## src/rtl/calc_keypad_scanner.sv

```systemverilog
// calc_keypad_scanner
//   Front end of the 16-bit signed calculator. Drives a 4x4 active-low key
//   matrix one row at a time, synchronises the column inputs, debounces whole
//   scan frames and turns each accepted press into a single-cycle event for
//   the operand/operator controller. A one-deep buffer holds an event until
//   the controller raises ready.
//
//   Optional build macro: KEYPAD_MULTIKEY_REJECT_EN
//     defined   - a frame with more than one key closed counts as "different
//                 key", so chorded presses never produce an event
//     undefined - the lowest-index closed key wins
//
// Ports
//   clk            in   system clock
//   nRST           in   asynchronous active-low reset
//   col_in[3:0]    in   matrix columns, active-low, asynchronous to clk
//   ready          in   controller can take an event this cycle
//   row_out[3:0]   out  row drive, one-cold
//   keypad_input   out  last digit issued (0-9), held between digit events
//   read_input     out  1-cycle digit event
//   operator_input out  1-cycle operator code: 1=NEG 2=ADD 3=SUB 4=MUL
//   equal_input    out  1-cycle equal event
//   key_dropped    out  1-cycle pulse: accepted press lost, buffer was full
module calc_keypad_scanner #(
  parameter int SCAN_DIV     = 1000,
  parameter int DEBOUNCE_CNT = 4
) (
  input  logic       clk,
  input  logic       nRST,
  input  logic [3:0] col_in,
  input  logic       ready,
  output logic [3:0] row_out,
  output logic [3:0] keypad_input,
  output logic       read_input,
  output logic [2:0] operator_input,
  output logic       equal_input,
  output logic       key_dropped
);
  localparam int DIV_W = (SCAN_DIV > 1) ? $clog2(SCAN_DIV) : 1;
  localparam int CNT_W = $clog2(DEBOUNCE_CNT + 1);
  localparam logic [DIV_W-1:0] DIV_LAST = DIV_W'(SCAN_DIV - 1);
  localparam logic [CNT_W-1:0] CNT_DONE = CNT_W'(DEBOUNCE_CNT);

  localparam logic [1:0] EV_NONE  = 2'd0;
  localparam logic [1:0] EV_DIGIT = 2'd1;
  localparam logic [1:0] EV_OP    = 2'd2;
  localparam logic [1:0] EV_EQUAL = 2'd3;

  typedef enum logic [1:0] {IDLE, PRESS_DB, HELD, REL_DB} state_t;

  logic [3:0]       col_meta_reg, col_sync_reg;
  logic [DIV_W-1:0] div_reg;
  logic [1:0]       row_reg;
  logic [11:0]      keys_acc_reg;
  logic             sample, frame_end;
  logic [15:0]      frame_keys;
  logic [3:0]       key_idx;
  logic             has_key, multi, key_ok;

  state_t           state_reg, state_next;
  logic [3:0]       cand_reg, cand_next;
  logic [CNT_W-1:0] cnt_reg, cnt_next, cnt_inc;
  logic             accept;
  logic [1:0]       ev_kind;
  logic [3:0]       ev_val;

  logic             pend_valid_reg;
  logic [1:0]       pend_kind_reg;
  logic [3:0]       pend_val_reg;
  logic             issue;

  // Two-flop synchroniser; idle level (no key) is all ones.
  always_ff @(posedge clk or negedge nRST) begin
    if (!nRST) begin
      col_meta_reg <= 4'hF;
      col_sync_reg <= 4'hF;
    end else begin
      col_meta_reg <= col_in;
      col_sync_reg <= col_meta_reg;
    end
  end

  // Row scan: each row is driven for SCAN_DIV cycles and the columns are
  // sampled in the last cycle of the slot, after the synchroniser settled.
  assign sample    = (div_reg == DIV_LAST);
  assign frame_end = sample && (row_reg == 2'd3);

  always_ff @(posedge clk or negedge nRST) begin
    if (!nRST) begin
      div_reg      <= '0;
      row_reg      <= 2'd0;
      keys_acc_reg <= '0;
    end else if (sample) begin
      div_reg <= '0;
      row_reg <= row_reg + 2'd1;
      case (row_reg)
        2'd0:    keys_acc_reg[3:0]  <= ~col_sync_reg;
        2'd1:    keys_acc_reg[7:4]  <= ~col_sync_reg;
        2'd2:    keys_acc_reg[11:8] <= ~col_sync_reg;
        default: ;
      endcase
    end else begin
      div_reg <= div_reg + DIV_W'(1);
    end
  end

  generate
    for (genvar gi = 0; gi < 4; gi++) begin : g_row
      assign row_out[gi] = (row_reg != 2'(gi));
    end
  endgenerate

  // Row 3 is not stored: at frame end it is read straight from the synchroniser.
  assign frame_keys = {~col_sync_reg, keys_acc_reg};
  assign has_key    = |frame_keys;
  // x & (x-1) clears the lowest set bit; anything left means a second key.
  assign multi      = |(frame_keys & (frame_keys - 16'd1));

  always_comb begin
    key_idx = 4'd0;
    for (int i = 15; i >= 0; i--) begin
      if (frame_keys[i]) key_idx = 4'(i);
    end
  end

`ifdef KEYPAD_MULTIKEY_REJECT_EN
  assign key_ok = has_key && !multi;
`else
  assign key_ok = has_key;
`endif

  assign cnt_inc = cnt_reg + CNT_W'(1);

  // Debounce FSM: state register
  always_ff @(posedge clk or negedge nRST) begin
    if (!nRST) begin
      state_reg <= IDLE;
      cand_reg  <= 4'd0;
      cnt_reg   <= '0;
    end else begin
      state_reg <= state_next;
      cand_reg  <= cand_next;
      cnt_reg   <= cnt_next;
    end
  end

  // Debounce FSM: next state, evaluated only at frame end
  always_comb begin
    state_next = state_reg;
    cand_next  = cand_reg;
    cnt_next   = cnt_reg;
    if (frame_end) begin
      case (state_reg)
        IDLE: if (key_ok) begin
          cand_next  = key_idx;
          cnt_next   = CNT_W'(1);
          state_next = (DEBOUNCE_CNT == 1) ? HELD : PRESS_DB;
        end
        PRESS_DB: if (key_ok && key_idx == cand_reg) begin
          cnt_next = cnt_inc;
          if (cnt_inc == CNT_DONE) state_next = HELD;
        end else begin
          cnt_next   = '0;
          state_next = IDLE;
        end
        // Any key, chord included, keeps the press held: no auto-repeat.
        HELD: if (!has_key) begin
          cnt_next   = CNT_W'(1);
          state_next = (DEBOUNCE_CNT == 1) ? IDLE : REL_DB;
        end
        REL_DB: if (!has_key) begin
          cnt_next = cnt_inc;
          if (cnt_inc == CNT_DONE) begin
            cnt_next   = '0;
            state_next = IDLE;
          end
        end else begin
          cnt_next   = '0;
          state_next = HELD;
        end
        default: state_next = IDLE;
      endcase
    end
  end

  // Debounce FSM: outputs (accept strobe and decode of the accepted key)
  always_comb begin
    accept = 1'b0;
    if (frame_end && key_ok) begin
      if (state_reg == IDLE && DEBOUNCE_CNT == 1) accept = 1'b1;
      if (state_reg == PRESS_DB && key_idx == cand_reg && cnt_inc == CNT_DONE) accept = 1'b1;
    end
    ev_kind = EV_NONE;
    ev_val  = 4'd0;
    case (key_idx)
      4'd0:    begin ev_kind = EV_DIGIT; ev_val = 4'd1; end
      4'd1:    begin ev_kind = EV_DIGIT; ev_val = 4'd2; end
      4'd2:    begin ev_kind = EV_DIGIT; ev_val = 4'd3; end
      4'd3:    begin ev_kind = EV_OP;    ev_val = 4'd2; end
      4'd4:    begin ev_kind = EV_DIGIT; ev_val = 4'd4; end
      4'd5:    begin ev_kind = EV_DIGIT; ev_val = 4'd5; end
      4'd6:    begin ev_kind = EV_DIGIT; ev_val = 4'd6; end
      4'd7:    begin ev_kind = EV_OP;    ev_val = 4'd3; end
      4'd8:    begin ev_kind = EV_DIGIT; ev_val = 4'd7; end
      4'd9:    begin ev_kind = EV_DIGIT; ev_val = 4'd8; end
      4'd10:   begin ev_kind = EV_DIGIT; ev_val = 4'd9; end
      4'd11:   begin ev_kind = EV_OP;    ev_val = 4'd4; end
      4'd12:   begin ev_kind = EV_OP;    ev_val = 4'd1; end
      4'd13:   begin ev_kind = EV_DIGIT; ev_val = 4'd0; end
      4'd14:   begin ev_kind = EV_EQUAL; ev_val = 4'd0; end
      default: ; // spare key: debounced but silent
    endcase
  end

  assign issue = pend_valid_reg && ready;

  // One-deep event buffer and registered event outputs. A slot freed by an
  // issue in the same cycle can take the newly accepted event.
  always_ff @(posedge clk or negedge nRST) begin
    if (!nRST) begin
      pend_valid_reg <= 1'b0;
      pend_kind_reg  <= EV_NONE;
      pend_val_reg   <= 4'd0;
      keypad_input   <= 4'd0;
      read_input     <= 1'b0;
      operator_input <= 3'd0;
      equal_input    <= 1'b0;
      key_dropped    <= 1'b0;
    end else begin
      read_input     <= 1'b0;
      operator_input <= 3'd0;
      equal_input    <= 1'b0;
      key_dropped    <= 1'b0;
      if (issue) begin
        case (pend_kind_reg)
          EV_DIGIT: begin
            read_input   <= 1'b1;
            keypad_input <= pend_val_reg;
          end
          EV_OP:    operator_input <= pend_val_reg[2:0];
          EV_EQUAL: equal_input    <= 1'b1;
          default:  ;
        endcase
      end
      if (accept && ev_kind != EV_NONE) begin
        if (!pend_valid_reg || issue) begin
          pend_valid_reg <= 1'b1;
          pend_kind_reg  <= ev_kind;
          pend_val_reg   <= ev_val;
        end else begin
          key_dropped <= 1'b1;
        end
      end else if (issue) begin
        pend_valid_reg <= 1'b0;
      end
    end
  end
endmodule

```

## config.mk

```make
export PLATFORM = sky130hd
export DESIGN_NAME = calc_keypad_scanner
export DESIGN_NICKNAME = d
export VERILOG_FILES = /design/src/rtl/calc_keypad_scanner.sv
export SDC_FILE = /design/constraint.sdc
export NUM_CORES = 1
export LEC_CHECK = 0
export CAP_MARGIN = 10
export CORE_ASPECT_RATIO = 0.9
export CORE_UTILIZATION = 58
export DETAILED_ROUTE_END_ITERATION = 6
export GPL_ROUTABILITY_DRIVEN = 0
export GPL_TIMING_DRIVEN = 0
export PLACE_DENSITY = 0.89
export SYNTH_ARGS = -nofsm -noshare
export SYNTH_HDL_FRONTEND = slang
export SYNTH_SLANG_ARGS = --single-unit
```

## constraint.sdc

```tcl
create_clock -name clk -period 3.4 [get_ports clk]
set_input_delay 1.02 -clock clk [delete_from_list [all_inputs] [get_ports clk]]
set_output_delay 1.02 -clock clk [all_outputs]
set_load 0.02 [all_outputs]
```

==> Word level (Yosys, flattened, before mapping) <==
Index checks and enable logic that the tools add are counted.
{ "word_totals": {"register_bits": 58, "latchBits": 0, "ramBits": 0, "mem_bits_ro": 0, "out_inout_bits": 14, "elab_cells": 132, "mem_count": 0} }
{ "op_classes": {"addsub": 3, "multipliers": 0, "div": 0, "order_cmp": 0, "n_eq_ne": 34, "n_shift": 0, "muxes": 45, "n_bitwise": 1, "n_reduce_logical": 31} }
{ "op_table": {"columns": ["cell", "count"], "rows": [
  ["$mux 4", 16],
  ["$pmux 4 s9", 1],
  ["$eq 4x4->1 const B", 7],
  ["$mux 3", 7],
  ["$eq 4x3->1 const B", 4],
  ["$reduce_or 16->1", 1],
  ["$eq 2x2->1 const B", 6],
  ["$mux 2", 6],
  ["$pmux 3 s4", 1],
  ["$reduce_and 2->1", 6],
  ["$mux 1", 11],
  ["$add 10x1->10 const B", 1],
  ["$eq 10x10->1 const B", 1],
  ["$mux 10", 1],
  ["$reduce_or 10->1", 1],
  ["$eq 4x2->1 const B", 2],
  ["$ne 2x2->1 const B", 4],
  ["$pmux 2 s4", 1],
  ["$reduce_or 2->1", 4],
  ["$logic_and 1x1->1", 7],
  ["$eq 2x1->1 const B", 3],
  ["$ne 3x3->1 const B", 2],
  ["$pmux 2 s3", 1],
  ["$reduce_and 3->1", 2],
  ["other kinds (14)", 18]
]} }

==> Longest topological paths before layout <==
Gate-level depths: netlist (run 1).
{ "logic_depth": {"word_depth": 25, "mapped_depth": 8} }

==> Worst setup path before layout (run 1) <==
OpenSTA, ideal clock, no wires.
{ "synth_path": {"kind": "register -> register", "from": "reg keys_acc_reg[2]", "to": "reg pend_val_reg[0]", "arrival_ps": 2533, "t_required_ps": 3275, "path_slack_ps": 742, "stages_incl_launch_ff": 9, "path_buffers": 1, "cell_sequence": "dfrtp_1 or4_1 buf_2 a211oi_4 a21oi_1 or4b_4 nor2_4 nand4_4 mux2_4"} }
{ "synth_via": {"elab_chain_cells": 10} }
{ "synth_lines": {"columns": ["element", "line", "text"], "rows": [
  ["from (decl)", "54", "logic [11:0] keys_acc_reg;"],
  ["from (signal assigned)", "97", "2'd0: keys_acc_reg[3:0] <= ~col_sync_reg;"],
  ["branches (longest 10 deep; another with $reduce_or 10->1)", null, null],
  ["to (signal assigned)", "249", "pend_val_reg <= ev_val;"],
  ["to (decl)", "69", "logic [3:0] pend_val_reg;"]
]} }
Parallel ways; which one is timed is not known.
A chain may end at the register's enable or synchronous reset.

==> Final worst setup path (run 1) <==
{ "layout_path": {"from": "reg col_sync_reg[2]", "to": "reg pend_val_reg[0]"} }
{ "layout_via": {"elab_chain_cells": 23} }
{ "layout_lines": {"columns": ["element", "line", "text"], "rows": [
  ["from (decl)", "51", "logic [3:0] col_meta_reg, col_sync_reg;"],
  ["from (signal assigned)", "79", "col_sync_reg <= col_meta_reg;"],
  ["$not 4->4 (*)", "114", "assign frame_keys = {~col_sync_reg, keys_acc_reg};"],
  ["branches (longest 22 deep; another with $mux 4)", null, null]
]} }
Mark *: on every way between the ends.

==> key figures, run 1 <==
Timing
  – Fmax: 337.3 MHz
  – Final Hold Slack: ~350 ps
  – Period minus WS final: roughly 3000 ps
  – Slew Viols, Final: 0
  – Final Hold Viols: 0
  – Slew Limit Headroom: 44.84%
  – Period utilization: 87.20%
  – Worst setup margin: 435.0 ps
  – Final setup viols: 0
  – Worst slew pin tran: about 800 ps
  – Worst Skew: just over 4 ps
  – RSZ-0062 raised after global routing: no

Route
  – Initial DRC count: roughly 140
  – Antenna-violating nets left: 0
  – Vias: between 2000 and 2500
  – Vias per cell: just under 6
  – 1st-pass router iterations: 4
  – # DRC: 0
  – Routed WL: between 5000 and 6000 um
  – Avg WL per Cell: ~15 um

Worst hold path
  – Hold Path Stages: 0
  – Hold Path Class: register to register

Power
  – Tot Pwr: 0.001390 W
  – Logic pwr share: approximately 3.3%
  – Pwr dens: just over 400 mW/mm2
  – Sw Pwr: around 0.00030 W
  – Maximum vdd drop: 0.0002974 V
  – Int Pwr: between 0.001 and 0.0015 W
  – Switching Fraction: a little over a fifth
  – Clock network power share: 46.1%
  – Lkg Pwr: between 1 and 1.5 nW
  – Flop pwr share: just over 50%

Yosys
  – Synth Cell Area: 0.002848 mm2
  – Synth unique cells: 52
  – Cells after Synth: about 290
  – Yosys reg bits: between 50 and 60
  – Synthesis Warnings: 0
  – Synth Net Count: 300
  – Primary FF master, synth: dfrtp_1
  – Post-synth ARST share: 100.0%
  – Avg Cell Area, Syn: 9.957 um2
  – Post-synth EDFFs: 0
  – Sequential area share after synthesis: about half

Critical path
  – Worst Reg2Reg Path Length in Cells: 7
  – Crit path kind: register to register
  – Critical-path maximum fanout: 7
  – Setup crit start kind: register
  – CP endpoint kind: register
  – WP data required: roughly 3600 ps
  – CP Data Arrival Time: around 3200 ps

Die
  – FP Rows: 23
  – IO Pins: 21
  – Die ar.: between 0.005 and 0.006 mm2
  – Die Ht: between 60 and 70 um
  – Initial core utilization: between 60 and 70%
  – Die W: around 76 um
  – Core area: ~0.0046 mm2

CTS
  – Clk buf depth: 2
  – Clock-pin slew on the worst setup and hold paths: roughly 60 ps
  – CTS tree: done
  – Postcts setup bufs: 0
  – Skew-Pair Late Insertion Delay: between 300 and 400 ps
  – Post-cts sizing count: 0
  – Htree depth: 3
  – Cts hold-fix bufs: 0
  – TritonCTS Buffers: 9
  – Clock Sinks: just under 60
  – Root cell of the clock tree: clkbuf_8

Finish
  – Most frequent cells in the layout: dfrtp_1, nand2_1, nor2_1
  – Nets@finish: 332
  – Design area: ~0.0033 mm2
  – Share of layout cells above drive strength 1: 14.24%
  – Non-filler cells, final: 385
  – N_diodes: 0
  – Area delta synth->final: 17.44%
  – Max reg flops: 12
  – Commonest non-fill, non-tap cell in the layout: dfrtp_1

Flow run
  – Number of max-cap violations: 0

Placed design
  – Buffers on Ports: 20
  – Placed insts: around 370
  – Setup WS pre-CTS: about 530 ps
  – Hpwl dp: between 3000 and 4000 um
  – DP Area: 0.003141 mm2

Outcome
  – Run status: complete, no violations

Global route
  – Largest net degree at the start of global routing: 44
  – Total GRT Usage: 26.48%
  – Vias in the first global route: ~2100
  – Antenna violations before repair: 0
  – First-pass GRT wire length: 9777 um
  – Total congestion overflow: 0
==> synthesized netlist by cell type, drive strengths merged, types with 3 or more instances <==
| cell | instances | area share, % |
|---|---|---|
| and2 | 3 | 0.66 |
| inv | 13 | 1.7 |
| a211oi | 4 | 1.7 |
| ha | 7 | 3.1 |
| nand3 | 8 | 1.4 |
| nor2b | 3 | 0.66 |
| xnor2 | 5 | 1.5 |
| mux2 | 6 | 3.0 |
| dfstp | 8 | 7.4 |
| dfrtp | 50 | 44 |
| nand2b | 8 | 1.8 |
| xor2 | 4 | 1.2 |
| o31ai | 3 | 0.97 |
| a21oi | 16 | 2.8 |
| nor4 | 5 | 1.5 |
| o211ai | 5 | 1.3 |
| and3 | 4 | 0.88 |
| or4 | 4 | 1.1 |
| o21ai | 23 | 4.0 |
| buf | 3 | 0.48 |
| nand2 | 47 | 6.2 |
| a31oi | 3 | 0.66 |
| nor2 | 25 | 3.6 |
| nand4 | 4 | 1.4 |
| nor3 | 4 | 0.88 |
==> area by class of cell <==
class,instances,area [um2]
inverter,13,48.80
buffer,5,21.27
multi-input combinational,210,1316
sequential,58,1461
clock inverter,5,52.55
tap,62,77.57
timing repair buffer,21,215.2
fill,322,1231
clock buffer,11,151.4
==> stage by stage <==
stage,TNS [ps],util [%]
floorplan,0,-
global placement,-21790,68.31
detailed placement,0,68.64
CTS,0,73.09
global route,0,73.09
finish,0,73.09
==> logic make-up after synthesis <==
| kind of cell | share of synthesized area (%) |
|---|---|
| AND/OR/NAND/NOR | 21.84 |
| AO/OA/AOI/OAI | 15.51 |
| flip-flops | 51.32 |
| buffers and inverters | 2.461 |
| XOR/XNOR | 2.768 |
| adder cells (fa/ha/maj) | 3.075 |
| multiplexers | 3.032 |
==> power groups by stage <==
stage,Sequential (W),Clock (W),Combinational (W)
3_3_place_gp,0.000716,0,0.0000427
4_1_cts,0.000704,0.000653,0.0000463
6_report,0.000704,0.000641,0.0000456
5_1_grt,0.000705,0.000687,0.0000511
3_5_place_dp,0.000716,0,0.0000458
2_1_floorplan,0.000715,0,0.0000188
==> worst max-delay path: stages, from the launching register on <==
cell,delay [ps]
dfstp_2,580
nand2b_1,70
a311o_1,370
a2111oi_1,690
o211ai_1,270
o21ai_1,320
nand4_4,210
mux2_4,340
==> worst paths after layout <==
kind	end	from	slack, ps
worst max-delay path	pend_val_reg[0]	col_sync_reg[2]	440
worst min-delay path	col_sync_reg[0]	col_meta_reg[0]	350
worst max register to register	pend_val_reg[0]	col_sync_reg[2]	440
worst min register to register	col_sync_reg[0]	col_meta_reg[0]	350
max in group asynchronous	col_meta_reg[0]	nRST	2200
min in group asynchronous	div_reg[7]	nRST	590
==> per-layer routing <==
layer	wire, um	share of wire, %	GRT usage, %
met1	2405	42	30.75
met2	2839	49	43.14
met3	368	6.4	11.34
met4	149	2.6	10.65
met5	0	0	0
Note: power is estimated with default switching activity, not from simulation.
==> inputs of run 2 (changes only) <==
- CTS_CLUSTER_DIAMETER: default -> 80
- clock period: 3.4 -> 2.8 ns (I/O delays scaled with it)
==> key figures, run 2 (same netlist as run 1, synthesis figures left out) <==
Worst hold path
  – Hold Path Stages: 0 (unchanged)
  – Hold Path Class: register to register (unchanged)

Global route
  – Antenna violations before repair: 0 (unchanged)
  – Total congestion overflow: 0 (unchanged)
  – First-pass GRT wire length: 9880 um (was 9777 um)
  – Vias in the first global route: 2181 (was 2148)
  – Largest net degree at the start of global routing: 44 (unchanged)
  – Total GRT Usage: 26.77% (was 26.48%)

CTS
  – Clock-pin slew on the worst setup and hold paths: 60 ps (about the same)
  – CTS tree: done (unchanged)
  – Skew-Pair Late Insertion Delay: 340 ps (about the same)
  – Htree depth: 3 (unchanged)
  – Clock Sinks: 58 (unchanged)
  – Root cell of the clock tree: clkbuf_8 (unchanged)
  – Clk buf depth: 2 (unchanged)
  – TritonCTS Buffers: 9 (unchanged)

Power
  – Lkg Pwr: 1.556 nW (was 1.496 nW)
  – Pwr dens: 484.0 mW/mm2 (was 415.8 mW/mm2)
  – Clock network power share: 45.9% (was 46.1%)
  – Sw Pwr: 0.0003664 W (was 0.0003003 W)
  – Tot Pwr: 0.001692 W (was 0.001390 W)
  – Maximum vdd drop: 0.0003560 V (was 0.0002974 V)
  – Flop pwr share: 50.6% (was 50.7%)
  – Switching Fraction: 21.65% (was 21.60%)
  – Logic pwr share: 3.5% (was 3.3%)
  – Int Pwr: 0.001326 W (was 0.001090 W)

Finish
  – Commonest non-fill, non-tap cell in the layout: dfrtp_1 (unchanged)
  – Area delta synth->final: 22.76% (was 17.44%)
  – Most frequent cells in the layout: dfrtp_1, nand2_1, nor2_1 (unchanged)
  – Non-filler cells, final: 396 (was 385)
  – Max reg flops: 12 (unchanged)
  – Share of layout cells above drive strength 1: 20.06% (was 14.24%)
  – N_diodes: 0 (unchanged)
  – Final core utilization: 76.40% (was 73.09%)
  – Nets@finish: 343 (was 332)

Route
  – Initial DRC count: 159 (was 135)
  – Vias: 2382 (was 2288)
  – Routed WL: 6417 um (was 5763 um)
  – Antenna-violating nets left: 0 (unchanged)
  – 1st-pass router iterations: 5 (was 4)
  – Vias per cell: 6.015 (was 5.943)
  – # DRC: 0 (unchanged)
  – Avg WL per Cell: 16.20 um (was 14.97 um)

Timing
  – Slew Viols, Final: 0 (unchanged)
  – Total negative slack: -149.9 ps (was 0 ps)
  – Period minus WS final: 2832 ps (was 2965 ps)
  – Final Hold Viols: 0 (unchanged)
  – Slew Limit Headroom: 49.45% (was 44.84%)
  – RSZ-0062 raised after global routing: yes (was no)
  – Worst setup margin: -32.16 ps (was 435.0 ps)
  – Period utilization: 101.1% (was 87.20%)
  – Worst slew pin tran: 750.3 ps (was 821.0 ps)
  – Final setup viols: 6 (was 0)
  – Worst Skew: 3.973 ps (was 4.137 ps)
  – Fmax: 353.1 MHz (was 337.3 MHz)

Critical path
  – CP peak stage delay: 600 ps (was 690 ps)
  – Cell family with most CP delay: simple AND/OR/NAND/NOR gates (was compound AO/OA/AOI/OAI gates)
  – WP data required: 3020 ps (was 3630 ps)
  – CP Cell Sequence: or4_4 -> buf_6 -> a211oi_4 -> a21oi_2 -> or4b_4 -> nor2_4 -> nand4_4 -> mux2_4 (was nand2b_1 -> a311o_1 -> a2111oi_1 -> o211ai_1 -> o21ai_1 -> nand4_4 -> mux2_4)
  – Worst Path Buf+Inv: 1 (was 0)
  – Crit. path cell count: 8 (was 7)
  – Slowest-stage cell, CP: or4b_4 (was a2111oi_1)
  – Worst Reg2Reg Path Length in Cells: 8 (was 7)
  – Crit path kind: register to register (unchanged)
  – Setup crit start kind: register (unchanged)
  – CP endpoint kind: register (unchanged)
  – CP Data Arrival Time: 3060 ps (was 3190 ps)
  – Critical-path maximum fanout: 6 (was 7)

Die
  – Die W: 75.86 um (unchanged)
  – Core area: 0.004576 mm2 (unchanged)
  – IO Pins: 21 (unchanged)
  – FP Rows: 23 (unchanged)
  – Die ar.: 0.005195 mm2 (unchanged)
  – Initial core utilization: 62.24% (unchanged)
  – Die Ht: 68.48 um (unchanged)

Placed design
  – Buffers on Ports: 20 (unchanged)
  – Setup WS pre-CTS: -74.91 ps (was 525.1 ps)
  – Placed insts: 369 (unchanged)
  – Hpwl dp: 3976 um (unchanged)

Outcome
  – Failing checks: negative setup slack
  – Run status: finished, violations left (was complete, no violations)

Flow run
  – Number of max-cap violations: 0 (unchanged)
-- run 2: cell count changes in the layout (fill, tap and decap cells not counted), sizes merged --
cell	previous run	this run
buf	5	16
-- run 2: worst paths after layout --
check	slack (ps)	from	endpoint
max	-30	keys_acc_reg[2]	pend_val_reg[0]
min	350	col_meta_reg[0]	col_sync_reg[0]
max reg2reg	-30	keys_acc_reg[2]	pend_val_reg[0]
min reg2reg	350	col_meta_reg[0]	col_sync_reg[0]
max in group asynchronous	1780	nRST	col_sync_reg[3]
min in group asynchronous	410	nRST	div_reg[7]
-- run 2: layout make-up --
type	instances	area, um2
repair buffers	32	297.8
plain buffers	5	33.78
flip-flops and latches	58	1463
multi-input cells	210	1371
well taps	62	77.57
inverters	13	48.80
clock inverters	5	52.55
clock buffers	11	151.4
fillers	292	1080
-- run 2: worst register-to-register path: cells and delay by family, from the launching register on --
kind,cells,cell delay (ps)
DFF,1,450
buffers and inverters,1,150
AOI/OAI and AO/OA,2,330
and+or+nand+nor,4,1440
muxes,1,340
-- run 2: metal layers --
layer	track usage [%]	wire, um	vias up
li1	-	-	1096
met1	30.84	2565	1160
met2	44.47	3278	111
met3	11.05	427	15
met4	10.19	146	0
met5	0	0	-
-- run 2: power groups by stage --
| stage | Sequential (W) | Combinational (W) | Clock, W |
|---|---|---|---|
| after floorplan | 0.000868 | 0.0000229 | 0 |
| after global placement | 0.000870 | 0.0000519 | 0 |
| after detailed placement | 0.000870 | 0.0000556 | 0 |
| after CTS | 0.000855 | 0.0000579 | 0.000793 |
| after global routing | 0.000856 | 0.0000660 | 0.000835 |
| final | 0.000855 | 0.0000594 | 0.000777 |
-- run 2: through the flow --
| step | hold WS [ps] | area, um2 |
|---|---|---|
| 2_1_floorplan | 345.2 | 2848 |
| 3_3_place_gp | 345.5 | 3126 |
| 3_5_place_dp | 346.8 | 3141 |
| 4_1_cts | 353.1 | 3379 |
| 5_1_grt | 357.7 | 3496 |
| 6_report | 354.2 | 3496 |
-- run 2: repair_timing --
| action | in CTS | in global routing |
|---|---|---|
| hold buffers | 0 | 0 |
| pin swaps | 1 | 8 |
| setup endpoints to repair | 6 | 8 |
| resized for setup | 4 | 13 |
| setup buffers | 3 | 8 |
